File: config.mk
export PLATFORM = sky130hd
export DESIGN_NAME = hex_keypad_scanner
export DESIGN_NICKNAME = d
export VERILOG_FILES = /design/src/rtl/hex_keypad_scanner.sv
export SDC_FILE = /design/constraint.sdc
export NUM_CORES = 1
export LEC_CHECK = 0
export ABC_AREA = 1
export BUFFER_PORTS_ARGS = -buffer_cell sky130_fd_sc_hd__buf_2
export CORE_MARGIN = 1.5
export CORE_UTILIZATION = 40
export DETAILED_ROUTE_END_ITERATION = 8
export PLACE_DENSITY_LB_ADDON = 0.15
export SLEW_MARGIN = 20
export SYNTH_ARGS = -nofsm -noshare
export SYNTH_HDL_FRONTEND = slang
export SYNTH_SLANG_ARGS = --single-unit
File: constraint.sdc
create_clock -name clk -period 4.5 [get_ports clk]
set_clock_uncertainty 0.2 [all_clocks]
set_input_delay 0.675 -clock clk [delete_from_list [all_inputs] [get_ports clk]]
set_output_delay 0.675 -clock clk [all_outputs]
set_load 0.05 [all_outputs]
File: src/rtl/hex_keypad_scanner.sv
// Hex keypad scanner. It scans a 4x4 matrix keypad one column at a time and
// debounces each full scan of the keypad. Every confirmed press shifts a new
// nibble into a 16-bit value that goes to the seven-segment display driver.
module hex_keypad_scanner #(
    parameter int SCAN_DIV       = 50000,  // clocks per column slot, >= 4
    parameter int DEBOUNCE_SCANS = 4       // identical scans to confirm, >= 2
) (
    input  logic        clk,
    input  logic        reset,       // asynchronous, active-low
    input  logic [3:0]  row,         // active-low, asynchronous to clk
    output logic [3:0]  col,         // active-low one-hot column drive
    output logic [15:0] data,        // newest nibble in [3:0]
    output logic [3:0]  key_code,
    output logic        key_valid,
    output logic        key_held
);

    localparam int              PS_W     = $clog2(SCAN_DIV);
    localparam logic [PS_W-1:0] PS_LAST  = PS_W'(SCAN_DIV - 1);
    localparam int              CNT_W    = $clog2(DEBOUNCE_SCANS + 1);
    localparam logic [CNT_W-1:0] CNT_LAST = CNT_W'(DEBOUNCE_SCANS - 1);

    typedef enum logic [1:0] {IDLE, DEB_PRESS, PRESSED, DEB_REL} state_t;

    logic [3:0]       row_meta, row_sync;
    logic [PS_W-1:0]  prescaler;
    logic [1:0]       col_idx;
    logic             sample, scan_done;

    logic [1:0]       hits_acc;     // intersections so far this scan, 2 means "2 or more"
    logic [3:0]       acc_key;      // code of the first intersection seen this scan
    logic [3:0]       active;
    logic [2:0]       col_hits;
    logic [1:0]       row_idx;
    logic [2:0]       hits_sum;
    logic [3:0]       scan_key;
    logic             scan_none, scan_single;

    state_t           state, state_next;
    logic [3:0]       cand, cand_next;
    logic [CNT_W-1:0] cnt, cnt_next;
    logic             confirm;

    // Two-flop synchroniser; an idle row (all ones) is the safe reset value.
    always_ff @(posedge clk or negedge reset) begin
        if (!reset) begin
            // NOTE: state registers use non-blocking assignments so every flop samples pre-edge values.
            row_meta <= 4'hF;
            row_sync <= 4'hF;
        end else begin
            row_meta <= row;
            row_sync <= row_meta;
        end
    end

    // Prescaler and column index: one column slot every SCAN_DIV clocks.
    always_ff @(posedge clk or negedge reset) begin
        if (!reset) begin
            prescaler <= '0;
            col_idx   <= 2'd0;
        end else if (sample) begin
            prescaler <= '0;
            col_idx   <= col_idx + 2'd1;
        end else begin
            prescaler <= prescaler + 1'b1;
        end
    end

    assign sample    = (prescaler == PS_LAST);
    assign scan_done = sample && (col_idx == 2'd3);
    assign col       = ~(4'b0001 << col_idx);
    assign active    = ~row_sync;
    assign col_hits  = {2'b00, active[0]} + {2'b00, active[1]}
                     + {2'b00, active[2]} + {2'b00, active[3]};
    assign hits_sum  = {1'b0, hits_acc} + col_hits;

    // Lowest active row in the current column; only meaningful for a single hit.
    always_comb begin
        // NOTE: every always_comb output gets a default first so no latch is inferred.
        row_idx = 2'd0;
        for (int i = 3; i >= 0; i--) begin
            if (active[i]) row_idx = 2'(i);
        end
    end

    assign scan_key    = (hits_acc == 2'd0) ? {row_idx, col_idx} : acc_key;
    assign scan_none   = (hits_sum == 3'd0);
    assign scan_single = (hits_sum == 3'd1);

    // Accumulate intersections over the four column samples of one scan.
    always_ff @(posedge clk or negedge reset) begin
        if (!reset) begin
            hits_acc <= 2'd0;
            acc_key  <= 4'h0;
        end else if (scan_done) begin
            hits_acc <= 2'd0;
            acc_key  <= 4'h0;
        end else if (sample) begin
            hits_acc <= (hits_sum >= 3'd2) ? 2'd2 : hits_sum[1:0];
            if (hits_acc == 2'd0 && col_hits == 3'd1) acc_key <= {row_idx, col_idx};
        end
    end

    // Debounce FSM state, candidate key and scan counter.
    always_ff @(posedge clk or negedge reset) begin
        if (!reset) begin
            state <= IDLE;
            cand  <= 4'h0;
            cnt   <= '0;
        end else begin
            state <= state_next;
            cand  <= cand_next;
            cnt   <= cnt_next;
        end
    end

    // Next-state logic; evaluated only when a full scan completes.
    always_comb begin
        state_next = state;
        cand_next  = cand;
        cnt_next   = cnt;
        confirm    = 1'b0;
        if (scan_done) begin
            unique case (state)
                IDLE: begin
                    if (scan_single) begin
                        cand_next  = scan_key;
                        cnt_next   = CNT_W'(1);
                        state_next = DEB_PRESS;
                    end
                end
                DEB_PRESS: begin
                    if (scan_single && scan_key == cand) begin
                        cnt_next = cnt + 1'b1;
                        if (cnt == CNT_LAST) begin
                            confirm    = 1'b1;
                            state_next = PRESSED;
                        end
                    end else if (scan_single) begin
                        cand_next = scan_key;
                        cnt_next  = CNT_W'(1);
                    end else begin
                        state_next = IDLE;
                    end
                end
                PRESSED: begin
                    if (scan_none) begin
                        cnt_next   = CNT_W'(1);
                        state_next = DEB_REL;
                    end
                end
                DEB_REL: begin
                    if (scan_none) begin
                        cnt_next = cnt + 1'b1;
                        if (cnt == CNT_LAST) state_next = IDLE;
                    end else begin
                        state_next = PRESSED;
                    end
                end
                default: state_next = IDLE;
            endcase
        end
    end

    // Confirmed press: one-clock pulse, latch the code, shift it into data.
    always_ff @(posedge clk or negedge reset) begin
        if (!reset) begin
            key_valid <= 1'b0;
            key_code  <= 4'h0;
            data      <= 16'h0000;
        end else begin
            key_valid <= confirm;
            if (confirm) begin
                key_code <= cand;
                data     <= {data[11:0], cand};
            end
        end
    end

    assign key_held = (state == PRESSED) || (state == DEB_REL);

endmodule
==> results by group <==
Final layout
  – Storage cell area: 1461 um^2
  – Final net count: 418
  – Area of the multi-input gates: 1289 um^2
  – Fillcell total: 739
  – Share of cells above drive strength 1: 19.51%
  – ANT cells: 0
  – Area growth syn-to-layout: 14.86%

GRT
  – First-pass GRT wire length: 10.44 mm
  – Vias in the first global route: 2272
  – Remaining global-route overflow: 0
  – Antenna violations before repair: 0
  – Largest net degree at the start of global routing: 31
  – Total GRT Usage: 16.37%

Critical path
  – Setup Crit Path Kind: reg -> reg
  – Worst path required time: 4.57 ns
  – Critical Path Stages: 15
  – R2R Path End: data[15]
  – Cell mode on critical path: nand2_1
  – R2R Setup Slk: 0.64 ns
  – CP Launch Point: row_sync[0]
  – Buf+Inv Stages, Crit Path: 2
  – CP max stage delay: 0.56 ns
  – Slowest-stage cell, CP: dfstp_2
  – Worst reg2reg path depth: 15
  – Crit path launch type: flop
  – Max FO, Critical Path: 21
  – Worst setup endpoint: data[15]
  – Crit Reg-Reg Startpoint: row_sync[0]
  – Crit path cell chain: inv_1 -> fa_1 -> ha_1 -> ha_1 -> fa_1 -> xor2_1 -> nor2_2 -> nand2_1 -> nor2_1 -> nand2_4 -> nor2_4 -> nand3_2 -> clkinv_2 -> nand2_1 -> nand2_1
  – CP top delay family: adder cells
  – Worst EP arrival: 3.93 ns
  – Setup crit end kind: flop

Placement
  – I/O Buffers: 31
  – DP Wirelength: 4.390 mm
  – Global placer's final weighted congestion: 0.8583

Job
  – Max cap viols: 0

Route
  – Vias: 2383
  – Drt pass-1 iters: 4
  – Drt wl/cell: 12.08 um
  – Vias/cell: 4.728
  – Antenna-violating nets left: 0
  – Initial DRC Count: 94
  – DRT Wirelength: 6.090 mm
  – Drt drc: 0

Synth
  – Post-synthesis adder-cell area fraction: 5.434%
  – Largest family of logic cells by synthesized area: simple AND/OR/NAND/NOR gates
  – Synthesized cell area: 3039 um^2
  – Synth Register Bits: 58
  – XOR/XNOR share of the synthesized area: 2.017%
  – Syn Area/Cell: 8.281 um^2
  – Number of distinct library cells after synthesis: 34
  – Synth warnings: 0
  – Seq/Total Area, Yosys: 48.09%
  – Area contributors post-synth: dfrtp_1 (41%), nand2_1 (13%), dfstp_2 (6.9%)
  – Top cell type's share of synthesized area: 41.17%
  – Post-Synth Simple-Gate Area: 29.56%
  – Mux share of post-synthesis cell area: 0%
  – Top_reg_cell synth: dfrtp_1
  – Top-count cell post-synth: nand2_1
  – Synth Net Count: 385
  – Cells after Synth: 367
  – Asr flop ratio synth: 100.0%
  – Number of synthesized flops with an enable pin: 0
  – Largest area contributor in the netlist: dfrtp_1
  – Synth top cells by count: nand2_1 (106), dfrtp_1 (50), inv_1 (48)
  – Compound-Gate Fraction of Synth Area: 5.393%

Floorplan
  – Overall die width: 90.17 um
  – Starting Density: 41.68%
  – Row cnt: 31
  – Die ar.: 8130 um^2
  – Core area: 7292 um^2
  – Die Ht: 90.17 um
  – IO Count: 32

Timing
  – Final slew viol count: 0
  – Final Setup Violations: 0
  – Fmax: 259.3 MHz
  – Final Hold Fails: 0
  – Final min period: 3.856 ns
  – Setup TNS: 0 ns
  – RSZ-0062 raised after global routing: false
  – Slew margin rel.: 56.42%
  – Worst Max-Slew Pin Slew: 0.6538 ns
  – Final Cycle Share: 85.69%

Clock network
  – CTS Buf Count: 9
  – CTS tree: built
  – Clock Latency Late Sink: 0.34 ns
  – H-tree depth: 3
  – Hold_buf cts: 0
  – Clock transition at path regs: 0.07 ns
  – Root Buffer: clkbuf_8
  – Postcts setup bufs: 0
  – Resized cells post-CTS: 0
  – Max clock buf depth: 2
  – Clk sinks: 58

Pwr
  – Overall Power: 1.154 mW
  – Pwr/cell area: 330.7 nW/um^2
  – Worst vdd ir: 0.0001822 V
  – LEAKAGE: 1.925 nW

Status
  – Outcome: completed

Min path
  – Worst min-delay path class: in -> async
## worst register-to-register path, stage by stage (launching register included)
cell      delay, ns
dfstp_2        0.56
inv_1          0.06
fa_1           0.48
ha_1           0.32
ha_1           0.22
fa_1           0.37
xor2_1         0.16
nor2_2         0.13
nand2_1        0.16
nor2_1         0.20
nand2_4        0.08
nor2_4         0.08
nand3_2        0.34
clkinv_2       0.30
nand2_1        0.08
nand2_1        0.06
## state kept, by name (all words and copies together) (netlist names), 2 cells and up
| name | cells |
|---|---|
| data | 16 |
| prescaler | 16 |
| acc_key | 4 |
| cand | 4 |
| row_meta | 4 |
| row_sync | 4 |
| cnt | 3 |
| col_idx | 2 |
| hits_acc | 2 |
| state | 2 |
## per-stage QoR
stage               util (%)  std cells  setup slack, ns  hold WS [ns]  instance area (um^2)
finish                 47.87        504           0.6440        0.1555                  3491
global route           47.87        504           0.3569        0.1592                  3491
CTS                    47.87        504           0.6237        0.1571                  3491
detailed placement     44.66        488           0.6550        0.1473                  3257
global placement       44.66        488           0.7088        0.1473                  3257
floorplan                  -        367            1.135        0.1452                  3039
## worst min-delay path by stage
stage / cells past startpoint / endpoint / slack, ns
2_1_floorplan: 0 / row_sync[0] / 0.15
3_3_place_gp: 0 / row_sync[1] / 0.15
3_5_place_dp: 0 / row_sync[2] / 0.15
4_1_cts: 0 / row_sync[3] / 0.16
5_1_grt: 0 / row_sync[3] / 0.16
6_report: 1 / acc_key[1] / 0.16
## report_power, final
| group | leakage (nW) | internal [mW] | switching, mW |
|---|---|---|---|
| combinational | 1.04 | 0.0159 | 0.0384 |
| sequential | 0.769 | 0.528 | 0.00228 |
| clock | 0.114 | 0.367 | 0.203 |
| total | 1.93 | 0.911 | 0.243 |
## kinds of logic (layout without fill, tap and decap cells)
kind of cell    Yosys count  count (layout)
buf+inv                  68             106
flops                    58              58
compound gates           31              31
fa+ha+maj                12              12
xor+xnor                  7               7
simple gates            191             191
## cell type report
class	count	area share [%]
Clock inverter	5	2.939
Multi-Input combinational cell	241	36.92
Clock buffer	11	3.763
Inverter	58	6.308
Tap cell	99	3.548
Sequential cell	58	41.86
Timing Repair Buffer	32	4.659
## layer usage
layer  vias up  share of wire (%)  global-route usage [%]
met3        15                4.1                   4.569
met5         -                  0                       0
met1      1100                 46                   19.90
li1       1217                  -                       -
met4         0                2.6                   7.804
met2        51                 48                   26.77
## cells in the final DEF, fill, tap and decap left out, types with 9 or more instances in the layout
cell type / instances
nand2_1: 106
dfrtp_1: 50
inv_1: 48
buf_2: 31
nand3_1: 25
nor2_1: 24
o21ai_0: 14
nand4_1: 11
ha_1: 10
clkbuf_8: 9
Power figures use the tool's default switching activity.
